`src/rtl/conv_window_buffer_pkg.sv`:
```
// Shared definitions for the sliding-window front end and convUnit:
// default element width, channel count, window edge, pixel type and the
// flattened-window element index helper.
package conv_pkg;

  localparam int CONV_DATA_WIDTH = 16;
  localparam int CONV_D          = 1;
  localparam int CONV_F          = 5;

  typedef logic [CONV_D*CONV_DATA_WIDTH-1:0] pixel_t;

  // Element index inside the flattened window; r=0 is the top row, c=0 the left column.
  function automatic int win_idx(input int ch, input int r, input int c, input int f = CONV_F);
    return (ch * f + r) * f + c;
  endfunction

endpackage

```
`src/rtl/conv_window_buffer_if.sv`:
```
// Pixel-in / window-out handshake bundle for conv_window_buffer.
// slave: the window buffer itself; master: the pixel source / window sink side.
interface conv_window_buffer_if
  import conv_pkg::*;
#(
  parameter int DATA_WIDTH = CONV_DATA_WIDTH,
  parameter int D          = CONV_D,
  parameter int F          = CONV_F
);

  logic                        in_valid;
  logic                        in_ready;
  logic [D*DATA_WIDTH-1:0]     pixel_in;
  logic                        out_valid;
  logic                        out_ready;
  logic [D*F*F*DATA_WIDTH-1:0] window;
  logic                        frame_done;

  modport slave (
    input  in_valid, pixel_in, out_ready,
    output in_ready, out_valid, window, frame_done
  );

  modport master (
    output in_valid, pixel_in, out_ready,
    input  in_ready, out_valid, window, frame_done
  );

endinterface

```
`src/rtl/conv_window_buffer_line_buffer.sv`:
```
// One image-row memory: synchronous write and combinational read at the
// same column address. Contents are deliberately not reset.
module conv_line_buffer
  import conv_pkg::*;
#(
  parameter int WIDTH = $bits(pixel_t),
  parameter int DEPTH = 32,
  localparam int AW   = (DEPTH > 1) ? $clog2(DEPTH) : 1
) (
  input  logic             clk,
  input  logic             we,
  input  logic [AW-1:0]    addr,
  input  logic [WIDTH-1:0] wdata,
  output logic [WIDTH-1:0] rdata
);

  logic [WIDTH-1:0] mem_q [DEPTH];

  // Row storage write port
  always_ff @(posedge clk) begin
    if (we) mem_q[addr] <= wdata;
  end

  assign rdata = mem_q[addr];

endmodule

```
`src/rtl/conv_window_buffer.sv`:
```
// Streaming FxF sliding-window generator (stride 1, no padding) feeding convUnit.
// F-1 line buffers plus an FxF shift-register window; valid/ready on both sides.
// Optional build macro CONV_WIN_STALL_CNT_EN adds a saturating stall_cycles
// counter of cycles with out_valid && !out_ready.
module conv_window_buffer
  import conv_pkg::*;
#(
  parameter int DATA_WIDTH = CONV_DATA_WIDTH,
  parameter int D          = CONV_D,
  parameter int F          = CONV_F,
  parameter int IMG_W      = 32,
  parameter int IMG_H      = 32
) (
  input  logic                clk,
  input  logic                reset,
  conv_window_buffer_if.slave bus
`ifdef CONV_WIN_STALL_CNT_EN
  ,
  output logic [31:0]         stall_cycles
`endif
);

  localparam int PW = D * DATA_WIDTH;
  localparam int NW = D * F * F * DATA_WIDTH;
  localparam int CW = (IMG_W > 1) ? $clog2(IMG_W) : 1;
  localparam int RW = (IMG_H > 1) ? $clog2(IMG_H) : 1;

  logic [CW-1:0]         col_q, col_d;
  logic [RW-1:0]         row_q, row_d;
  logic                  out_valid_q, out_valid_d;
  logic                  frame_done_q, frame_done_d;
  logic [DATA_WIDTH-1:0] win_q [D][F][F];
  logic [DATA_WIDTH-1:0] win_d [D][F][F];

  logic [PW-1:0] lb_rd [F-1];
  logic [PW-1:0] lb_wd [F-1];

  logic accept, last_col, last_row, emit;

  assign bus.in_ready   = !out_valid_q || bus.out_ready;
  assign bus.out_valid  = out_valid_q;
  assign bus.frame_done = frame_done_q;

  assign accept   = bus.in_valid && bus.in_ready;
  assign last_col = (col_q == CW'(IMG_W - 1));
  assign last_row = (row_q == RW'(IMG_H - 1));
  assign emit     = accept && (row_q >= RW'(F - 1)) && (col_q >= CW'(F - 1));

  // Line buffers form a vertical shift chain per column; the newest row sits in lb[F-2].
  for (genvar k = 0; k < F - 1; k++) begin : g_lb
    if (k == F - 2) begin : g_top
      assign lb_wd[k] = bus.pixel_in;
    end else begin : g_mid
      assign lb_wd[k] = lb_rd[k+1];
    end
    conv_line_buffer #(.WIDTH(PW), .DEPTH(IMG_W)) u_lb (
      .clk   (clk),
      .we    (accept),
      .addr  (col_q),
      .wdata (lb_wd[k]),
      .rdata (lb_rd[k])
    );
  end

  // Next window: shift left one column, new right column = line buffer column + incoming pixel
  always_comb begin
    win_d = win_q;
    if (accept) begin
      for (int ch = 0; ch < D; ch++) begin
        for (int r = 0; r < F; r++) begin
          for (int c = 0; c < F - 1; c++) begin
            win_d[ch][r][c] = win_q[ch][r][c+1];
          end
        end
        for (int r = 0; r < F - 1; r++) begin
          win_d[ch][r][F-1] = lb_rd[r][PW-1-ch*DATA_WIDTH -: DATA_WIDTH];
        end
        win_d[ch][F-1][F-1] = bus.pixel_in[PW-1-ch*DATA_WIDTH -: DATA_WIDTH];
      end
    end
  end

  // Raster position, frame end pulse and output-valid handshake
  always_comb begin
    row_d        = row_q;
    col_d        = col_q;
    frame_done_d = 1'b0;
    if (accept) begin
      frame_done_d = last_col && last_row;
      if (last_col) begin
        col_d = '0;
        row_d = last_row ? '0 : row_q + RW'(1);
      end else begin
        col_d = col_q + CW'(1);
      end
    end
    if (emit)               out_valid_d = 1'b1;
    else if (bus.out_ready) out_valid_d = 1'b0;
    else                    out_valid_d = out_valid_q;
  end

  // Flatten the window MSB-first so element 0 lands in the top bits
  always_comb begin
    bus.window = '0;
    for (int ch = 0; ch < D; ch++) begin
      for (int r = 0; r < F; r++) begin
        for (int c = 0; c < F; c++) begin
          bus.window[NW-1-win_idx(ch, r, c, F)*DATA_WIDTH -: DATA_WIDTH] = win_q[ch][r][c];
        end
      end
    end
  end

  // State registers
  always_ff @(posedge clk or posedge reset) begin
    if (reset) begin
      row_q        <= '0;
      col_q        <= '0;
      out_valid_q  <= 1'b0;
      frame_done_q <= 1'b0;
      win_q        <= '{default: '0};
    end else begin
      row_q        <= row_d;
      col_q        <= col_d;
      out_valid_q  <= out_valid_d;
      frame_done_q <= frame_done_d;
      win_q        <= win_d;
    end
  end

`ifdef CONV_WIN_STALL_CNT_EN
  logic [31:0] stall_q, stall_d;

  // Saturating count of cycles where a window waits on downstream
  always_comb begin
    stall_d = stall_q;
    if (out_valid_q && !bus.out_ready && (stall_q != '1)) stall_d = stall_q + 32'd1;
  end

  // Stall counter register
  always_ff @(posedge clk or posedge reset) begin
    if (reset) stall_q <= '0;
    else       stall_q <= stall_d;
  end

  assign stall_cycles = stall_q;
`endif

endmodule

```
`src/flat_wrapper.sv`:
```
// flat-port wrapper written by rule: the top's interface ports become plain ports
module conv_window_buffer_flat import conv_pkg::*;
#(
  parameter int DATA_WIDTH = CONV_DATA_WIDTH,
  parameter int D          = CONV_D,
  parameter int F          = CONV_F,
  parameter int IMG_W      = 32,
  parameter int IMG_H      = 32
)
  (clk, reset, bus_in_valid, bus_pixel_in, bus_out_ready, bus_in_ready, bus_out_valid, bus_window, bus_frame_done);
  conv_window_buffer_if #(.DATA_WIDTH(DATA_WIDTH), .D(D), .F(F)) bus_i ();
  input  logic clk;
  input  logic reset;
  input wire logic [$bits(bus_i.in_valid)-1:0] bus_in_valid;
  input wire logic [$bits(bus_i.pixel_in)-1:0] bus_pixel_in;
  input wire logic [$bits(bus_i.out_ready)-1:0] bus_out_ready;
  output wire logic [$bits(bus_i.in_ready)-1:0] bus_in_ready;
  output wire logic [$bits(bus_i.out_valid)-1:0] bus_out_valid;
  output wire logic [$bits(bus_i.window)-1:0] bus_window;
  output wire logic [$bits(bus_i.frame_done)-1:0] bus_frame_done;
  assign bus_i.in_valid = bus_in_valid;
  assign bus_i.pixel_in = bus_pixel_in;
  assign bus_i.out_ready = bus_out_ready;
  assign bus_in_ready = bus_i.in_ready;
  assign bus_out_valid = bus_i.out_valid;
  assign bus_window = bus_i.window;
  assign bus_frame_done = bus_i.frame_done;
  conv_window_buffer #(.DATA_WIDTH(DATA_WIDTH), .D(D), .F(F), .IMG_W(IMG_W), .IMG_H(IMG_H)) u_core (.clk(clk), .reset(reset), .bus(bus_i));
endmodule
```
`config.mk`:
```
export PLATFORM = sky130hd
export DESIGN_NAME = conv_window_buffer_flat
export DESIGN_NICKNAME = d
export VERILOG_FILES = /design/src/rtl/conv_window_buffer_pkg.sv /design/src/rtl/conv_window_buffer_if.sv /design/src/rtl/conv_window_buffer_line_buffer.sv /design/src/rtl/conv_window_buffer.sv /design/src/flat_wrapper.sv
export SDC_FILE = /design/constraint.sdc
export NUM_CORES = 2
export LEC_CHECK = 0
export BUFFER_PORTS_ARGS = -buffer_cell sky130_fd_sc_hd__buf_2
export CAP_MARGIN = 25
export CORE_MARGIN = 2
export CORE_UTILIZATION = 45
export CTS_BUF_LIST = sky130_fd_sc_hd__clkbuf_2 sky130_fd_sc_hd__clkbuf_4 sky130_fd_sc_hd__clkbuf_8
export DETAILED_ROUTE_END_ITERATION = 8
export PLACE_DENSITY = 0.63
export SLEW_MARGIN = 10
export SYNTH_ARGS = -nofsm -noshare
export SYNTH_HDL_FRONTEND = slang
export SYNTH_SLANG_ARGS = --single-unit
```
`constraint.sdc`:
```
create_clock -name clk -period 21.3 [get_ports clk]
set_input_delay 2.13 -clock clk [delete_from_list [all_inputs] [get_ports clk]]
set_output_delay 2.13 -clock clk [all_outputs]
set_load 0.02 [all_outputs]
```
==> metrics.yaml <==
synth_area_mm2: 0.0930
ys.flop_type: "edfxtp_1"
internal-power_mw: 10.5
drt_iter0_drc: 7089
rsz0062_at_grt: "no"
fillers: 16500
drt_first_pass_iters: 8
final.period_utilization_pct: 30.5
setup_viol: 0
p_per_area_mw_per_mm2: 148
hp-class: "reg -> reg"
p_leak_nw: 40.1
cts_setup_buffers: 0
ctsResizeCount: 0
port_buffers: 422
yosys_warnings: 0
postSynthAreaPerCell_um2: 16.5
cp-end-kind: "flip-flop"
io_pins: 423
cts_tree: "done"
synth.distinct_cells: 48
numCtsBuffers: 391
ys_async_sr_fraction_pct: 16.7
grt_max_degree: 132
post_drt_wl_per_cell_um: 28.8
path_max_fanout: 121
place_congestion: 0.795
row_count: 166
critical_path_class: "reg -> reg"
finalCriticalPeriod_ns: 6.49
vias: 54500
syn_inst: 5618
dp_hpwl_um: 145000
worst_slack_ns: 14.81
synth_edf_count: 2048
finalSetupTns_ns: 0
place_ws_ns: 14.61
cp.arrival_ns: 7.08
drc_errors: 0
ir_drop_mv: 0.0983
max_freq_ghz: 0.154
drive_above_1_share_pct: 21.1
overflow: 0
cts.sinks: 2460
cts-hold-fix-buffers: 0
drt-total-wl_um: 268000
start_util_pct: 45.3
most-common-layout-cells: "2048 x edfxtp_1, 1067 x nand2_1, 836 x mux2i_1"
die_h_um: 458
whs_ns: 0.468
fin_util_pct: 52.2
synth_fp_nets: 5646
combPwrFrac_pct: 29.3
core_area_mm2: 0.205
antenna_found_initial: 16
htree_levels: 5
pwr-share-clk_pct: 25.4
synth_seq_cells: 2460
timing.slew.headroom_pct: 24.2
die_x_um: 458
slew_violations: 0
grt_util_all_layers_pct: 25.0
swShare_pct: 34.0
clk_path_buf_depth: 4
maxCapViolations: 0
p_seq_share_pct: 45.3
skew_ns: 0.109
ys_seq_area_share_pct: 77.3
synth_area_leaders: "edfxtp_1 66%, dfrtp_1 11%, mux2i_1 9.0%"
hold_violations: 0
switchingPower_mw: 5.40
worst_slew_pin_slew_ns: 1.14
grt_pass1_wl_um: 380000
die-area_mm2: 0.210
insertion_delay_ns: 1.11
cts_root_buffer: "clkbuf_8"
cp.required_ns: 21.89
syn_to_final_growth_pct: 15.2
grt_pass1_vias: 52900
cp-start-kind: "flip-flop"
layout_commonest_cell: "edfxtp_1"
synth_top_area_share_pct: 66.2
via_per_inst: 5.87
yosysTopAreaCell: "edfxtp_1"
final_nets: 6319
clk_pin_slew_ns: 0.06
status: "complete, no violations"
drtAntennaViolNets: 0
[sequential cells by signal, summed over array words and instances (netlist names)]
signal                  flops
u_core.bus.window         400
u_core.bus.out_valid        1
u_core.g_lb.u_lb.mem_q   2048
u_core.bus.frame_done       1
u_core.row_q                5
u_core.col_q                5
[cell families after synthesis]
kind of cell	share of synthesized area, %
buf+inv	1.61
simple gates	5.89
flops	77.3
mux	11.3
xor+xnor	0.00942
compound gates	3.83
fa+ha+maj	0.108
[metrics by stage]
step                      cells  power (mW)  instance area, µm²
after floorplan            5618        9.74               93000
after global placement     8544        11.5               98400
after detailed placement   8560        11.7               98700
after CTS                  9254        15.7              107000
after global routing       9283        16.4              107000
final                      9284        15.9              107000
[worst max-delay path, cell delays in order (launching register included)]
cell and delay (ns):
dfrtp_4 0.90, buf_4 0.69, buf_4 0.92, buf_12 0.67, buf_4 0.71, mux2i_1 0.26, o22ai_1 0.11, nor4_1 0.61
nand2_1 0.76
[final timing paths]
| check | startpoint | depth (start not counted) | endpoint | slack, ns |
|---|---|---|---|---|
| setup / recovery | u_core.col_q[1]$_DFFE_PP0P_ | 8 | u_core.g_lb[2].u_lb.mem_q[10][6]$_DFFE_PP_ | 14.81 |
| hold / removal | u_core.bus.window[43]$_DFFE_PP0P_ | 2 | u_core.bus.window[59]$_DFFE_PP0P_ | 0.47 |
| setup reg to reg | u_core.col_q[1]$_DFFE_PP0P_ | 8 | u_core.g_lb[2].u_lb.mem_q[10][6]$_DFFE_PP_ | 14.81 |
| hold reg to reg | u_core.bus.window[43]$_DFFE_PP0P_ | 2 | u_core.bus.window[59]$_DFFE_PP0P_ | 0.47 |
| max in group asynchronous | reset | 6 | u_core.bus.window[348]$_DFFE_PP0P_ | 17.31 |
| min in group asynchronous | reset | 2 | u_core.bus.window[139]$_DFFE_PP0P_ | 1.24 |
[metal layers]
| layer | vias to the layer above | routed length [µm] | GRT usage [%] |
|---|---|---|---|
| met3 | 457 | 24900 | 4.65 |
| li1 | 22900 | - | - |
| met1 | 28100 | 108000 | 34.9 |
| met5 | - | 19 | 0 |
| met2 | 2993 | 127000 | 39.8 |
| met4 | 4 | 7430 | 8.03 |
[Yosys cell counts, types with 9 or more instances]
master / n
buf_1: 22
o22ai_1: 408
mux2i_1: 836
a31oi_1: 65
a211oi_1: 9
dfrtp_1: 412
buf_4: 11
nand2_1: 1068
mux4_2: 93
o21ai_1: 12
edfxtp_1: 2048
nor4_1: 97
a22o_1: 30
nor2_1: 124
clkbuf_1: 139
buf_2: 139
[power by group through the flow]
stage	clock (mW)	combinational (mW)	sequential, mW
2_1_floorplan	0	2.31	7.43
3_3_place_gp	0	4.18	7.33
3_5_place_dp	0	4.36	7.33
4_1_cts	4.09	4.37	7.23
5_1_grt	4.29	4.89	7.24
6_report	4.04	4.65	7.19
[cell type report]
| class | count | area (µm²) | share of cell area [%] |
|---|---|---|---|
| antenna | 4 | 10.0 | 0.00935 |
| clock buffer | 579 | 7020 | 6.55 |
| clock inverter | 115 | 783 | 0.731 |
| inverter | 7 | 33.8 | 0.0315 |
| multi-input combinational | 2832 | 20000 | 18.7 |
| sequential | 2460 | 71800 | 67.1 |
| tap | 2688 | 3360 | 3.14 |
| timing repair buffer | 599 | 4050 | 3.78 |
No activity file was read; power rests on OpenSTA's default activity.
